## src/rtl/instr_fetch_unit_pkg.sv

```systemverilog
// Shared fetch/decode definitions: widths, the NOP encoding and the fetch FSM state encoding.
// PC arithmetic lives here so every consumer wraps the PC in the same way.
package instr_fetch_unit_pkg;

  localparam int PC_W    = 26;
  localparam int INSTR_W = 32;

  localparam logic [5:0]         OPC_NOP  = 6'b000000;
  localparam logic [INSTR_W-1:0] NOP_WORD = 32'h0000_0000;

  typedef enum logic [1:0] {
    S_IDLE  = 2'b00,
    S_FETCH = 2'b01,
    S_WAIT  = 2'b10
  } fetch_state_t;

  // Word PC increment; the carry out of bit PC_W-1 is dropped so the PC wraps silently.
  function automatic logic [PC_W-1:0] pc_next(input logic [PC_W-1:0] pc);
    return pc + 26'd1;
  endfunction

endpackage

```

## src/rtl/instr_fetch_unit_if.sv

```systemverilog
// Instruction-memory request/response channel between the fetch unit (master) and imem (slave).
interface instr_fetch_unit_if;
  import instr_fetch_unit_pkg::*;

  logic               imem_req;
  logic [PC_W-1:0]    imem_addr;
  logic               imem_gnt;
  logic               imem_rvalid;
  logic [INSTR_W-1:0] imem_rdata;

  modport master (
    output imem_req,
    output imem_addr,
    input  imem_gnt,
    input  imem_rvalid,
    input  imem_rdata
  );

  modport slave (
    input  imem_req,
    input  imem_addr,
    output imem_gnt,
    output imem_rvalid,
    output imem_rdata
  );

endinterface

```

## src/rtl/instr_fetch_unit.sv

```systemverilog
// Instruction fetch unit: owns the word PC, keeps at most one imem request outstanding and
// buffers one instruction for decode, presenting NOP whenever the buffer is empty.
module instr_fetch_unit
  import instr_fetch_unit_pkg::*;
#(
  parameter logic [PC_W-1:0] RESET_PC = 26'h000_0000
) (
  input  logic                clk,
  input  logic                rst_n,
  instr_fetch_unit_if.master  imem,
  output logic [INSTR_W-1:0]  instruction,
  output logic                instr_valid,
  output logic [PC_W-1:0]     instr_pc,
  input  logic                stall,
  input  logic                load_pc,
  input  logic [PC_W-1:0]     load_pc_val
);

  fetch_state_t       state_q;
  logic [PC_W-1:0]    pc_q;
  logic [INSTR_W-1:0] instr_q;
  logic [PC_W-1:0]    instr_pc_q;
  logic               valid_q;

  logic               consume_s;
  logic               req_s;
  logic               hs_s;

  // Request is raised only while the buffer is empty or draining without a redirect,
  // so a response never lands on an unconsumed instruction.
  always_comb begin
    consume_s = valid_q & ~stall;
    req_s     = 1'b0;
    case (state_q)
      S_FETCH: req_s = ~valid_q | (~stall & ~load_pc);
      default: req_s = 1'b0;
    endcase
    hs_s = req_s & imem.imem_gnt;
  end

  // Fetch FSM together with the PC and the one-entry instruction buffer.
  always_ff @(posedge clk or negedge rst_n) begin
    if (!rst_n) begin
      state_q    <= S_IDLE;
      pc_q       <= RESET_PC;
      instr_q    <= NOP_WORD;
      instr_pc_q <= 26'h000_0000;
      valid_q    <= 1'b0;
    end else begin
      case (state_q)
        S_IDLE: state_q <= S_FETCH;
        S_FETCH: begin
          if (hs_s) begin
            state_q <= S_WAIT;
          end else begin
            state_q <= S_FETCH;
          end
        end
        S_WAIT: begin
          if (imem.imem_rvalid) begin
            state_q    <= S_FETCH;
            instr_q    <= imem.imem_rdata;
            instr_pc_q <= pc_q;
            valid_q    <= 1'b1;
            pc_q       <= pc_next(pc_q);
          end else begin
            state_q <= S_WAIT;
          end
        end
        default: state_q <= S_IDLE;
      endcase

      if (consume_s) begin
        valid_q <= 1'b0;
        instr_q <= NOP_WORD;
        if (load_pc) begin
          pc_q <= load_pc_val;
        end
      end
    end
  end

  assign imem.imem_req  = req_s;
  assign imem.imem_addr = pc_q;
  assign instruction    = instr_q;
  assign instr_valid    = valid_q;
  assign instr_pc       = instr_pc_q;

endmodule
```

## src/flat_wrapper.sv

```systemverilog
// flat-port wrapper written by rule: the top's interface ports become plain ports
module instr_fetch_unit_flat import instr_fetch_unit_pkg::*;
#(
  parameter logic [PC_W-1:0] RESET_PC = 26'h000_0000
)
  (clk, rst_n, instruction, instr_valid, instr_pc, stall, load_pc, load_pc_val, imem_imem_req, imem_imem_addr, imem_imem_gnt, imem_imem_rvalid, imem_imem_rdata);
  instr_fetch_unit_if imem_i ();
  input  logic clk;
  input  logic rst_n;
  output logic [INSTR_W-1:0] instruction;
  output logic instr_valid;
  output logic [PC_W-1:0] instr_pc;
  input  logic stall;
  input  logic load_pc;
  input  logic [PC_W-1:0] load_pc_val;
  output wire logic [$bits(imem_i.imem_req)-1:0] imem_imem_req;
  output wire logic [$bits(imem_i.imem_addr)-1:0] imem_imem_addr;
  input wire logic [$bits(imem_i.imem_gnt)-1:0] imem_imem_gnt;
  input wire logic [$bits(imem_i.imem_rvalid)-1:0] imem_imem_rvalid;
  input wire logic [$bits(imem_i.imem_rdata)-1:0] imem_imem_rdata;
  assign imem_imem_req = imem_i.imem_req;
  assign imem_imem_addr = imem_i.imem_addr;
  assign imem_i.imem_gnt = imem_imem_gnt;
  assign imem_i.imem_rvalid = imem_imem_rvalid;
  assign imem_i.imem_rdata = imem_imem_rdata;
  instr_fetch_unit #(.RESET_PC(RESET_PC)) u_core (.clk(clk), .rst_n(rst_n), .imem(imem_i), .instruction(instruction), .instr_valid(instr_valid), .instr_pc(instr_pc), .stall(stall), .load_pc(load_pc), .load_pc_val(load_pc_val));
endmodule
```

## config.mk

```make
export PLATFORM = sky130hd
export DESIGN_NAME = instr_fetch_unit_flat
export DESIGN_NICKNAME = d
export VERILOG_FILES = /design/src/rtl/instr_fetch_unit_pkg.sv /design/src/rtl/instr_fetch_unit_if.sv /design/src/rtl/instr_fetch_unit.sv /design/src/flat_wrapper.sv
export SDC_FILE = /design/constraint.sdc
export NUM_CORES = 1
export LEC_CHECK = 0
export CORE_MARGIN = 5
export CORE_UTILIZATION = 29
export CTS_BUF_LIST = sky130_fd_sc_hd__clkbuf_16
export CTS_CLUSTER_SIZE = 14
export DETAILED_ROUTE_END_ITERATION = 16
export PLACE_DENSITY = 0.66
export SYNTH_ARGS = -nofsm -noshare
export SYNTH_HDL_FRONTEND = slang
export SYNTH_SLANG_ARGS = --single-unit
```

## constraint.sdc

```tcl
create_clock -name clk -period 2.5 [get_ports clk]
set_clock_uncertainty 0.2 [all_clocks]
set_input_delay 0.5 -clock clk [delete_from_list [all_inputs] [get_ports clk]]
set_output_delay 0.5 -clock clk [all_outputs]
set_load 0.005 [all_outputs]
```

======== After elaboration in Yosys (flattened, before gate mapping) ========
Index checks and enable logic that the tools add are counted.
word-level totals
  bits in registers ....................... 87
  bits of input ports ..................... 64
  output and inout bits ................... 86
  logic and storage cells ................. 34
cells by class
  add/subtract/negate cells ............... 1
  eq/ne operators ......................... 2
  muxes and demuxes ....................... 14
  bitwise gates (word level) .............. 7
  reductions and logical operators ........ 5
operator list
  kind                                                              count
  26-bit two-way mux                                                4
  32-bit two-way mux                                                3
  26-bit by 1-bit adder with 26-bit output (second input constant)  1
  2-bit case mux with 3 select lines                                1
  1-bit two-way mux                                                 4
  2-bit two-way mux                                                 2
  2-bit AND reduction                                               2
  2-bit nonzero test                                                2
  1-bit AND                                                         3
  1-bit inverter                                                    3
  2-bit by 1-bit == test with 1-bit output (second input constant)  1
  2-bit == test (second input constant)                             1
  2-bit logical NOT                                                 1
  1-bit OR                                                          1

======== Depth between registers and ports, before layout ========
Gate-level depths: netlist (run 1).
  word-level depth ........................ 7
  mapped depth ............................ 6
  gate-level depth less buffers ........... 5

======== Worst setup path after synthesis (run 1) ========
No wires, ideal clock.
  path kind ............................... reg2reg
  start ................................... register u_core.pc_q[0] (netlist: u_core.imem.imem_addr[0])
  end ..................................... register u_core.pc_q[16] (netlist: u_core.imem.imem_addr[16])
  arrival ................................. 1872 ps
  required time ........................... 2218 ps
  path slack .............................. 346 ps
  stages on the path, launching flop included .. 7
  path buffers ............................ 1
  period minus slack after synthesis ...... 2154 ps
  cells stage by stage .................... dfrtp_1 ha_1 inv_1 or4_1 buf_2 or3_1 a31oi_1
on the way
  cells in the longest elaborated chain, start to end .. 5
ends and longest elaborated chain
  what                                        RTL line                    RTL
  from (decl)                                 instr_fetch_unit.sv:20      logic [PC_W-1:0] pc_q;
  from (signal assigned)                      instr_fetch_unit.sv:65      pc_q <= pc_next(pc_q);
  from (signal assigned)                      instr_fetch_unit.sv:77      pc_q <= load_pc_val;
  26-bit by 1-bit adder with 26-bit output *  instr_fetch_unit_pkg.sv:19  return pc + 26'd1;
  26-bit two-way mux *                        instr_fetch_unit.sv:60      if (imem.imem_rvalid) begin
  26-bit two-way mux *                        instr_fetch_unit.sv:50      case (state_q)
  26-bit two-way mux                          instr_fetch_unit.sv:76      if (load_pc) begin
  26-bit two-way mux *                        instr_fetch_unit.sv:73      if (consume_s) begin
Every way passes the cells marked *; elsewhere a longest branch is shown, timed or not.
A chain may end at the register's enable or synchronous reset.

======== Worst setup path after layout (run 1) ========
  start ................................... input port imem_imem_rvalid
  end ..................................... register u_core.pc_q[18] (netlist: u_core.imem.imem_addr[18])
on the way
  cells in the longest elaborated chain, start to end .. 4
ends and longest elaborated chain
  what                  RTL line                RTL
  from (decl)           flat_wrapper.sv:19      input wire logic [$bits(imem_i.imem_rvalid)-1:0] imem_imem_rvalid;
  26-bit two-way mux *  instr_fetch_unit.sv:60
  26-bit two-way mux *  instr_fetch_unit.sv:50
  26-bit two-way mux    instr_fetch_unit.sv:76
  26-bit two-way mux *  instr_fetch_unit.sv:73
Marks and branches as above.

==> results of run 1 <==
flip-flops by register name, indices dropped and copies added (netlist names):
register               flops
u_core.imem.imem_addr     26
u_core.instr_pc           26
u_core.instr_valid         1
u_core.instruction        32
u_core.state_q             2
layout make-up:
cell class	instances	area [µm²]
Tap cell	172	215.2
Multi-Input combinational cell	255	1463
Inverter	4	15.01
Timing Repair Buffer	170	1677
Sequential cell	87	2177
Fill cell	1241	6817
Clock inverter	7	31.28
Clock buffer	9	225.2
metal layers:
layer / share of wire [%] / global-route usage, % / vias to the layer above
met2: 48 / 24.29 / 82
met1: 45 / 19.85 / 1638
li1: - / - / 1633
met5: 0 / 0 / -
met3: 4.7 / 2.562 / 13
met4: 2.3 / 6.990 / 0
worst paths after layout:
| path | startpoint | to | depth (start not counted) |
|---|---|---|---|
| worst min-delay path | u_core.instr_pc[0]$_DFFE_PN0P_ | u_core.instr_pc[0]$_DFFE_PN0P_ | 2 |
| worst max register to register | u_core.imem.imem_addr[0]$_DFF_PN0_ | u_core.imem.imem_addr[18]$_DFF_PN0_ | 5 |
| worst min register to register | u_core.instr_pc[0]$_DFFE_PN0P_ | u_core.instr_pc[0]$_DFFE_PN0P_ | 2 |
| max in group asynchronous | rst_n | u_core.instruction[21]$_DFFE_PN0P_ | 3 |
| min in group asynchronous | rst_n | u_core.imem.imem_addr[20]$_DFF_PN0_ | 2 |
| worst max-delay path | imem_imem_rvalid | u_core.imem.imem_addr[18]$_DFF_PN0_ | 5 |
critical path, delay by kind of cell:
family,cells,cell delay [ns]
AOI/OAI and AO/OA,1,0.16
buffers and inverters,1,0.53
and+or+nand+nor,3,1.20
stage by stage:
stage	std cells	util, %
after detailed placement	687	43.81
after global routing	704	45.98
after CTS	704	45.93
after floorplan	366	-
after global placement	687	43.81
final	704	45.98
repair_timing:
action,CTS,global route
buffers inserted,0,0
hold buffers,1,0
gates resized for setup,0,3
endpoints found under the setup margin,0,33
endpoints found under the hold margin,22,0
logic make-up after synthesis:
group / after synthesis / share of synthesized area [%]
AOI/OAI and AO/OA: 77 / 14.86
xor gates and xnor gates: 10 / 2.353
adders and majority gates: 1 / 0.3361
buffers and inverters: 24 / 2.487
DFF: 87 / 58.49
and+or+nand+nor: 167 / 21.48
synth_stat cells, drive strengths merged (3+ instances only):
cell type	n
or4	7
nor2	19
nor4	3
nand2	95
a31oi	12
inv	4
dfrtp	87
o31ai	5
nand4	8
and4	4
clkbuf	15
xor2	3
or3	5
o21ai	21
nand3	10
xnor2	7
and3b	3
a22o	32
and3	3
buf	5
report_power, final:
group / switching [mW] / leakage [nW] / internal (mW)
registers: 0.527 / 1.11 / 2.00
logic: 0.936 / 1.26 / 1.58
clock network: 0.527 / 0.127 / 0.654
total: 1.99 / 2.50 / 4.23
==> impl_metrics.csv, run 1 <==
group,metric,value,unit
status,status,"finished, final reports clean",
cts,cts-root-buf,"clkbuf_16",
finish,nNetsFinal,592,
cts,clkTransAtPathRegs,0.06,ns
die,start_util,29.50,%
synth,syn_area,3722,µm²
finish,final_cell_mix,"clkdlybuf4s50_1 (147), nand2_1 (95), dfrtp_1 (87)",
setup_path,slowest_delay,0.66,ns
route,post_drt_wl_per_cell,16.02,µm
timing,fmax,0.4287,GHz
die,fp.dieH,123.3,µm
finish,syn2layout_area_growth,55.90,%
route,dr.pass1.iters,4,
timing,setup_viol,0,
flow_run,maxCapViolations,0,
cts,h-tree-depth,3,
cts,clk_latency,0.33,ns
global_route,grt_antenna_before_repair,0,
global_route,grt.overflow.total,0,
cts,clkSinkCount,87,
finish,drive_gt1_share,7.143,%
place,routabilityCongestion,0.8075,
synth,synth_cells,366,
die,rows,41,
synth,synth_flop_cell,"dfrtp_1",
timing,rsz0062_at_grt,"false",
die,die_w,123.3,µm
place,preCtsSetupSlack,-0.2702,ns
place,dp_hpwl,8485,µm
synth,yosysWarnings,0,
cts,cts_tree,"built",
place,io_buffers,149,
timing,worst_slack,0.1674,ns
synth,async_flop_share,100.0,%
timing,hold_viol,0,
synth,ys_seq_area_share,58.49,%
timing,holdWs,0.2738,ns
synth,yosys-top-cells-area,"dfrtp_1 (58%), nand2_1 (9.6%), a22o_1 (7.5%), o21ai_0 (2.7%), a31oi_1 (2.0%)",
setup_path,start_kind,"input pin",
synth,yosys.area.top_type,"dfrtp_1",
die,placeableCoreArea,12620,µm²
setup_path,cp.arrival,2.39,ns
global_route,grtUsageTotal,15.08,%
finish,final_common_cell,"clkdlybuf4s50_1",
timing,final-max-slew-violation-count,0,
setup_path,cp_max_fo,8,
setup_path,critPathCaptureType,"flop",
place,dpl-instance-area,5529,µm²
die,die_area,15200,µm²
synth,synthDistinctLibCells,39,
timing,finalSetupTns,0,ns
route,drt-initial-drc-count,151,
route,drt_wl_total,11280,µm
setup_path,crit_type,"in -> reg",
die,num_io_pins,150,
route,ant_nets,0,
synth,syn_area_per_cell,10.17,µm²
setup_path,worstPathRequired,2.56,ns
global_route,grt_max_degree,33,
finish,fin_area,5803,µm²
hold_path,min_path_type,"reg -> reg",
finish,num_antenna_cells,0,
cts,cts_inserted_buffers,9,
setup_path,rrSetupSlack,0.26,ns
synth,synth_edf_count,0,
global_route,grt_pass1_wl,17840,µm
cts,cts_max_path_buffers,2,
route,viasPerCell,4.781,
synth,synth_top_area_share,58.49,%
power,powerDensity,1072,nW/µm²
setup_path,cp_slowest_cell,"or4_1",
synth,syn-num-nets,431,
power,leakage,2.499,nW
power,total_power,6.218,mW
timing,min_period_over_period,93.30,%
synth,yosys_register_bits,87,
route,drc,0,
timing,worst_slew_pin_slew,0.7451,ns
global_route,grt_pass1_vias,3481,
route,via_count,3366,
timing,layout_min_cycle_time,2.333,ns
setup_path,crit_chain,"clkdlybuf4s50_1 > nand4b_2 > or4_1 > or3_1 > a31oi_1",
timing,slew-limit-headroom,50.21,%
power,ir_drop,370.4,µV
Note: power is estimated with default switching activity, not from simulation.
==> run 2, diff against run 1 <==
RECOVER_POWER = 100   (was unset)
==> run 2 against run 1 <==
Effect of this change:
- worst hold slack worse by 0.0060 ns
- fmax down 1.2%
- die area unchanged
- sequential share of layout area up 0.45 points
- register-to-register slack worse by 0.02 ns
- critical path depth down 1
- combinational power down 10%
- via count up 0.15%
- design area down 1.2%
- utilization down 0.55 points
- setup slack worse by 0.028 ns
- critical endpoint is now imem_imem_req
==> impl_metrics.csv, run 2 (synthesis gave the netlist of run 1 again) <==
group,metric,value,unit
route,viasPerCell,4.788,
die,start_util,29.50,%
route,drc,0,
finish,seq_area,2177,µm²
timing,worst_slew_pin_slew,1.017,ns
die,fp.dieH,123.3,µm
cts,cts-root-buf,"clkbuf_16",
finish,multiInputGateArea,1456,µm²
cts,clk_latency,0.33,ns
timing,worst_slack,0.1396,ns
place,io_buffers,149,
route,wl_met2,5465,µm
die,die_area,15200,µm²
power,total_power,5.940,mW
place,dp_hpwl,8485,µm
global_route,grt_antenna_before_repair,0,
route,ant_nets,0,
setup_path,worstPathRequired,1.80,ns
power,ir_drop,356.3,µV
timing,min_period_over_period,94.42,%
hold_path,min_path_type,"reg -> reg",
cts,cts_inserted_buffers,9,
global_route,grt_max_degree,33,
finish,nFillCells,1252,
finish,fin_util,45.44,%
place,dp_cells,687,
global_route,grtUsageTotal,15.08,%
die,rows,41,
timing,setup_viol,0,
place,routabilityCongestion,0.8075,
die,num_io_pins,150,
finish,syn2layout_area_growth,54.05,%
cts,clkTransAtPathRegs,0.06,ns
route,post_drt_wl_per_cell,15.95,µm
finish,largest_reg_flops,32,
finish,final_common_cell,"nand2_1",
route,highest_layer,"met4",
setup_path,rrSetupSlack,0.24,ns
finish,final_cell_mix,"nand2_1 (95), dfrtp_1 (87), dlygate4sd3_1 (83)",
hold_path,hold_end,"u_core.instr_pc[0]$_DFFE_PN0P_",
global_route,grt_pass1_vias,3481,
setup_path,critPathCaptureType,"primary output",
cts,h-tree-depth,3,
setup_path,start_kind,"input pin",
power,powerDensity,1036,nW/µm²
route,via_count,3371,
hold_path,whs_path_depth,2,
cts,post_cts_buffers,0,
power,leakage,2.595,nW
die,die_w,123.3,µm
route,dr.pass1.iters,4,
setup_path,r2r-start,"u_core.imem.imem_addr[0]$_DFF_PN0_",
finish,num_antenna_cells,0,
setup_path,cp_max_fo,3,
route,m1WireLength,4998,µm
route,drt_wl_total,11230,µm
timing,fmax,0.4237,GHz
timing,hold_viol,0,
timing,slew-limit-headroom,32.22,%
route,met3_length,513,µm
setup_path,reg2reg_to,"u_core.imem.imem_addr[18]$_DFF_PN0_",
timing,final-max-slew-violation-count,0,
cts,clkSinkCount,87,
status,status,"finished, final reports clean",
place,preCtsSetupSlack,-0.2702,ns
timing,finalSetupTns,0,ns
cts,cts_tree,"built",
finish,nNetsFinal,592,
cts,cts_max_path_buffers,2,
timing,rsz0062_at_grt,"false",
setup_path,crit_type,"in -> out",
finish,drive_gt1_share,5.451,%
flow_run,maxCapViolations,0,
timing,layout_min_cycle_time,2.360,ns
global_route,grt.overflow.total,0,
setup_path,cp.arrival,1.66,ns
hold_path,min_from,"u_core.instr_pc[0]$_DFFE_PN0P_",
route,drt-initial-drc-count,170,
die,placeableCoreArea,12620,µm²
setup_path,rr_worst_depth,5,
global_route,grt_pass1_wl,17840,µm
finish,final-instance-count-excl-fill,704,
[run 2: how the worst max path moves through the flow]
stage / startpoint / endpoint / slack (ns) / cells past startpoint
2_1_floorplan: u_core.imem.imem_addr[0]$_DFF_PN0_ / u_core.imem.imem_addr[16]$_DFF_PN0_ / 0.35 / 6
3_3_place_gp: imem_imem_rvalid / u_core.instruction[24]$_DFFE_PN0P_ / -0.20 / 4
3_5_place_dp: imem_imem_rvalid / u_core.instruction[17]$_DFFE_PN0P_ / -0.27 / 4
4_1_cts: stall / imem_imem_req / 0.003 / 4
5_1_grt: imem_imem_rvalid / u_core.imem.imem_addr[14]$_DFF_PN0_ / 0.04 / 5
6_report: stall / imem_imem_req / 0.14 / 4
[run 2: where the power goes]
group	leakage [nW]	total, mW	switching, mW	internal [mW]
sequential	1.11	2.50	0.501	2.00
combinational	1.36	2.26	0.932	1.33
clock	0.127	1.18	0.523	0.654
[run 2: timing repair]
item	4_1_cts	5_1_grt
resized for setup	0	3
hold buffers	1	0
setup endpoints to repair	0	33
hold endpoints to repair	22	0
[run 2: stage by stage]
step	hold slack, ns	cell area [µm²]
CTS	0.2791	5796
global placement	0.2232	5529
global route	0.2949	5734
finish	0.2678	5734
detailed placement	0.2226	5529
floorplan	0.004409	3722
[run 2: cell type report]
cell class / instances / area share (%)
flip-flops and latches: 87 / 37.97
repair buffers: 170 / 28.15
multi-input cells: 255 / 25.40
clock buffers: 9 / 3.928
well taps: 172 / 3.753
clock inverters: 7 / 0.5455
inverters: 4 / 0.2618
[run 2: worst max-delay path: stages]
cell and delay, ns:
dlygate4sd3_1 0.58, o21ai_1 0.12, and3b_1 0.18, clkdlybuf4s25_1 0.28
[run 2: routing by layer]
| metal | global-route usage, % | vias up |
|---|---|---|
| li1 | - | 1635 |
| met1 | 19.85 | 1641 |
| met2 | 24.29 | 82 |
| met3 | 2.562 | 13 |
| met4 | 6.990 | 0 |
| met5 | 0 | - |
==> run 3, diff against run 2 <==
TNS_END_PERCENT = 5   (was unset)
==> results of run 3 <==
No change in the layout: final DEF, timing and power equal those of run 2.
